<file path="src/rtl/simproc_control.sv">
// simproc_control: multicycle control sequencer for the 8-bit simproc core.
// Fetches an instruction byte, holds it in an internal IR and sequences the
// register-file, ALU, memory and PC control strobes. No data passes through.
module simproc_control #(
   parameter bit RESET_TO_RUN = 1'b0
) (
   input  logic       clk,
   input  logic       rst,
   input  logic       start,
   input  logic [7:0] mem_rdata,
   input  logic       mem_ready,
   input  logic       flag_z,
   input  logic       flag_n,
   output logic       mem_read,
   output logic       mem_write,
   output logic       addr_sel,
   output logic       ir_load,
   output logic       pc_write,
   output logic       pc_src,
   output logic       RFWrite,
   output logic [1:0] regA,
   output logic [1:0] regB,
   output logic [1:0] regW,
   output logic       wb_sel,
   output logic [1:0] alu_op,
   output logic       flag_write,
   output logic       halted
);

   typedef enum logic [2:0] {
      IDLE   = 3'd0,
      FETCH  = 3'd1,
      DECODE = 3'd2,
      EXEC   = 3'd3,
      MEM    = 3'd4,
      HALT   = 3'd5
   } state_t;

   state_t     state;
   state_t     next_state;
   logic [7:0] ir;

   // Instruction fields
   logic [1:0] rx;
   logic [1:0] ry;
   logic [3:0] op;

   assign rx = ir[7:6];
   assign ry = ir[5:4];
   assign op = ir[3:0];

   // Opcode classification; the 3-bit ORI match wins over the 4-bit decode
   logic is_ori;
   logic is_load;
   logic is_store;
   logic is_add;
   logic is_sub;
   logic is_nand;
   logic is_alu;
   logic is_stop;
   logic is_bz;
   logic is_bnz;
   logic is_bpz;
   logic take_branch;

   assign is_ori   = (op[2:0] == 3'b111);
   assign is_load  = !is_ori && (op == 4'b0000);
   assign is_store = !is_ori && (op == 4'b0010);
   assign is_add   = !is_ori && (op == 4'b0100);
   assign is_sub   = !is_ori && (op == 4'b0110);
   assign is_nand  = !is_ori && (op == 4'b1000);
   assign is_stop  = !is_ori && (op == 4'b0001);
   assign is_bz    = !is_ori && (op == 4'b0101);
   assign is_bnz   = !is_ori && (op == 4'b1001);
   assign is_bpz   = !is_ori && (op == 4'b1101);
   assign is_alu   = is_add || is_sub || is_nand || is_ori;

   // Flags come straight from the datapath registers, so an ALU result from
   // the previous instruction is already visible when a branch reaches EXEC.
   assign take_branch = (is_bz  &&  flag_z) ||
                        (is_bnz && !flag_z) ||
                        (is_bpz && !flag_n);

   // ALU operation code for the decoded instruction
   function automatic logic [1:0] alu_code(input logic ori, input logic sub,
                                           input logic nand_op);
      logic [1:0] code;
      code = 2'b00;
      if (ori)
         code = 2'b11;
      else if (nand_op)
         code = 2'b10;
      else if (sub)
         code = 2'b01;
      return code;
   endfunction

   // State register; reset returns to IDLE immediately so all strobes drop
   always_ff @(posedge clk or negedge rst) begin
      if (!rst)
         state <= IDLE;
      else
         state <= next_state;
   end

   // Instruction register, captured on the completing fetch cycle only
   always_ff @(posedge clk or negedge rst) begin
      if (!rst)
         ir <= 8'h00;
      else if (ir_load)
         ir <= mem_rdata;
   end

   // Next-state and control-strobe decode from state, IR and handshake/flags
   always_comb begin
      next_state = state;
      mem_read   = 1'b0;
      mem_write  = 1'b0;
      addr_sel   = 1'b0;
      ir_load    = 1'b0;
      pc_write   = 1'b0;
      pc_src     = 1'b0;
      RFWrite    = 1'b0;
      regA       = 2'b00;
      regB       = 2'b00;
      regW       = 2'b00;
      wb_sel     = 1'b0;
      alu_op     = 2'b00;
      flag_write = 1'b0;
      halted     = 1'b0;

      case (state)
         IDLE: begin
            if (start || RESET_TO_RUN)
               next_state = FETCH;
         end

         FETCH: begin
            // Read at PC; outputs stay stable while memory stalls
            mem_read = 1'b1;
            if (mem_ready) begin
               ir_load    = 1'b1;
               pc_write   = 1'b1;
               next_state = DECODE;
            end
         end

         DECODE: begin
            regA = is_ori ? 2'd1 : rx;
            regB = ry;
            if (is_stop)
               next_state = HALT;
            else if (is_load || is_store)
               next_state = MEM;
            else
               next_state = EXEC;
         end

         EXEC: begin
            regA = is_ori ? 2'd1 : rx;
            regB = ry;
            if (is_alu) begin
               RFWrite    = 1'b1;
               regW       = is_ori ? 2'd1 : rx;
               alu_op     = alu_code(is_ori, is_sub, is_nand);
               flag_write = 1'b1;
            end else if (take_branch) begin
               // PC already points past this instruction
               pc_write = 1'b1;
               pc_src   = 1'b1;
            end
            next_state = FETCH;
         end

         MEM: begin
            addr_sel = 1'b1;
            regB     = ry;
            if (is_load) begin
               mem_read = 1'b1;
               // Write back only when the data is actually present
               if (mem_ready) begin
                  RFWrite = 1'b1;
                  regW    = rx;
                  wb_sel  = 1'b1;
               end
            end else begin
               mem_write = 1'b1;
               regA      = rx;
            end
            if (mem_ready)
               next_state = FETCH;
         end

         HALT: begin
            halted = 1'b1;
         end

         default: begin
            next_state = IDLE;
         end
      endcase
   end

endmodule

</file>
<file path="config.mk">
export PLATFORM = sky130hd
export DESIGN_NAME = simproc_control
export DESIGN_NICKNAME = d
export VERILOG_FILES = /design/src/rtl/simproc_control.sv
export SDC_FILE = /design/constraint.sdc
export NUM_CORES = 1
export LEC_CHECK = 0
export ABC_CLOCK_PERIOD_IN_PS = 1800
export CAP_MARGIN = 10
export CORE_UTILIZATION = 43
export CTS_BUF_LIST = sky130_fd_sc_hd__clkbuf_4 sky130_fd_sc_hd__clkbuf_8 sky130_fd_sc_hd__clkbuf_16
export CTS_CLUSTER_SIZE = 16
export DETAILED_ROUTE_END_ITERATION = 8
export GPL_ROUTABILITY_DRIVEN = 0
export PLACE_DENSITY = 0.9
export SYNTH_ARGS = -nofsm -noshare
export SYNTH_HDL_FRONTEND = slang
export SYNTH_SLANG_ARGS = --single-unit
</file>
<file path="constraint.sdc">
create_clock -name clk -period 1.8 [get_ports clk]
set_input_delay 0.54 -clock clk [delete_from_list [all_inputs] [get_ports clk]]
set_output_delay 0.54 -clock clk [all_outputs]
set_load 0.01 [all_outputs]
</file>
==> flow_summary.json <==
{
  "ys_warn_count": 0,
  "leakagePower_uw": 0.0007823,
  "worstMarginPinSlew_ns": 0.4963,
  "finalCritPeriodShare": 1.301,
  "hold_end": "ir[4]",
  "dr_total_vias": 1155,
  "clk_latency_ns": 0.27,
  "crit_path_start_kind": "register",
  "outcome": "finished, violations left",
  "synthesis.area_um2": 848.3,
  "clk_pin_slew_worst_paths_ns": 0.07,
  "ir_worst_vdd_mv": 1.190,
  "die_area_mm2": 0.002154,
  "whs_ns": 0.5041,
  "drv_slew": 0,
  "grt_setup_unrepaired": "yes",
  "reg2reg_to": "ir[6]",
  "wl_met2_mm": 2.157,
  "grt_pass1_vias": 987,
  "path_class": "reg2out",
  "grt_pass1_wl_mm": 5.092,
  "syn_to_final_growth_pct": 96.90,
  "syn_nets": 97,
  "r2r_slack_ns": -0.05,
  "yosysUniqueCellTypes": 39,
  "crit_path_max_incr_delay_ns": 0.46,
  "cts_hold_buf": 0,
  "cts_buffers": 3,
  "ctsHtreeMaxLevel": 1,
  "arrival_ns": 1.80,
  "grt_overflow": 0,
  "nets": 178,
  "r2r_cells": 8,
  "track_usage": 0.3515,
  "hold_class": "reg2reg",
  "io_pins": 32,
  "cp_cell_sequence": "nor4_4 > buf_4 > buf_6 > nand3_4 > a21oi_2 > buf_2",
  "ant_nets": 0,
  "setup_slack_ns": -0.5410,
  "start_util": 0.4758,
  "synth_top_cell_area_share": 0.3245,
  "die_h_um": 46.42,
  "cts.sinks": 11,
  "firstDrtPassIters": 5,
  "skew_ns": 0.003707,
  "power_density_mw_per_mm2": 1779,
  "endpoint_kind": "primary output",
  "ys.flop_type": "dfrtp_1",
  "yosysSeqAreaShare": 0.3245,
  "final_util": 0.9368,
  "clock_path_buffers": 2,
  "drtIter0Drc": 64,
  "wl_met3_um": 390,
  "drive_above_1_share": 0.6871,
  "highest_layer": "met4",
  "postSynthAreaPerCell_um2": 10.22,
  "drcViolationCount": 0,
  "fmax_ghz": 0.4272,
  "tritoncts": "yes",
  "layout_commonest_cell": "buf_4",
  "cts-root-buf": "clkbuf_4",
  "hp-start": "ir[4]",
  "cp_max_fo": 5,
  "post-place-ws_ns": -0.7550,
  "hold_viol_final": 0,
  "fin_area_mm2": 0.001670,
  "die_x_um": 46.42,
  "yosys-top-cells-area": "dfrtp_1, mux2_2, buf_6, nand2b_4, nor2_1",
  "placed_area_mm2": 0.001303,
  "relSlewSlack": 0.6681,
  "min_period_ns": 2.341,
  "antenna_found_initial": 0,
  "cp_data_required_time_ns": 1.26,
  "wl_met1_mm": 1.521,
  "reg2reg_from": "state[0]",
  "synth_edf_count": 0,
  "drv_cap": 0,
  "wl_per_cell_um": 23.05,
  "wirelength_mm": 4.334,
  "core_area_mm2": 0.001783,
  "whs_path_depth": 1,
  "viasPerCell": 6.144,
  "synthCells": 83,
  "grt_max_degree": 12,
  "dp_hpwl_mm": 1.735,
  "final_cell_mix": "buf_4, buf_6, buf_2, clkdlybuf4s50_1",
  "ys_ff_latch": 11,
  "io_buffers": 31,
  "async_reset_ff_frac": 1.000,
  "synth_top_area_cell": "dfrtp_1",
  "rows": 15,
  "setup_viol": 26,
  "cp_slowest_cell": "dfrtp_2",
  "diodes": 0,
  "failed_checks": "negative setup slack"
}
worst max-delay path by stage:
stage,startpoint,end,slack [ns]
6_report,ir[0],mem_read,-0.54
5_1_grt,ir[0],regW[1],-0.63
3_5_place_dp,mem_ready,regW[1],-0.76
4_1_cts,ir[2],regW[1],-0.49
3_3_place_gp,mem_ready,pc_write,-0.72
2_1_floorplan,ir[0],regW[1],0.007
area by class of cell:
| type | instances | area [um^2] |
|---|---|---|
| Multi-Input combinational cell | 61 | 584.3 |
| Clock buffer | 4 | 30.03 |
| Timing Repair Buffer | 84 | 726.9 |
| Inverter | 3 | 13.76 |
| Fill cell | 56 | 112.6 |
| Sequential cell | 11 | 284.0 |
| Tap cell | 25 | 31.28 |
cell families after synthesis:
group,synth area share
compound gates,0.1313
buf+inv,0.09881
flops,0.3245
mux,0.1180
simple gates,0.3274
flip-flops by register name, summed over array words and instances, names as in the netlist:
| signal | flops |
|---|---|
| ir | 8 |
| state | 3 |
metal layers:
layer  vias to the layer above  global-route usage
met1                       547              0.4064
li1                        462                   -
met5                         -                   0
met2                       117              0.6083
met3                        29             0.05490
met4                         0              0.1941
through the flow:
stage | TNS [ns] | cells | total power (uW)
final | -6.710 | 188 | 2972
after detailed placement | -10.85 | 155 | 1906
after global placement | -9.776 | 155 | 1845
after global routing | -7.901 | 188 | 3045
after CTS | -4.601 | 175 | 2350
after floorplan | 0 | 83 | 1308
power breakdown:
| group | switching, uW | internal, uW |
|---|---|---|
| Combinational | 981 | 1200 |
| Sequential | 220 | 383 |
| Clock | 81.0 | 101 |
synthesized netlist by cell type, types with 3 or more instances:
cell type  count
nor2_1         7
mux2_2         8
buf_6          4
dfrtp_1       11
buf_4          3
inv_1          3
nor3_1         3
nand3_1        3
nor2b_1        4
what timing repair did:
action                                  4_1_cts  5_1_grt
pin swaps                                    11       11
buffers inserted                             16       17
endpoints found under the setup margin       18       26
gates resized for setup                     106       27
critical path: cells and delay by family (launching register included):
kind	cells	cell delay [ns]
AOI/OAI and AO/OA	1	0.18
DFF	1	0.46
buffers and inverters	3	0.48
and+or+nand+nor	2	0.41
Power figures use the tool's default switching activity.
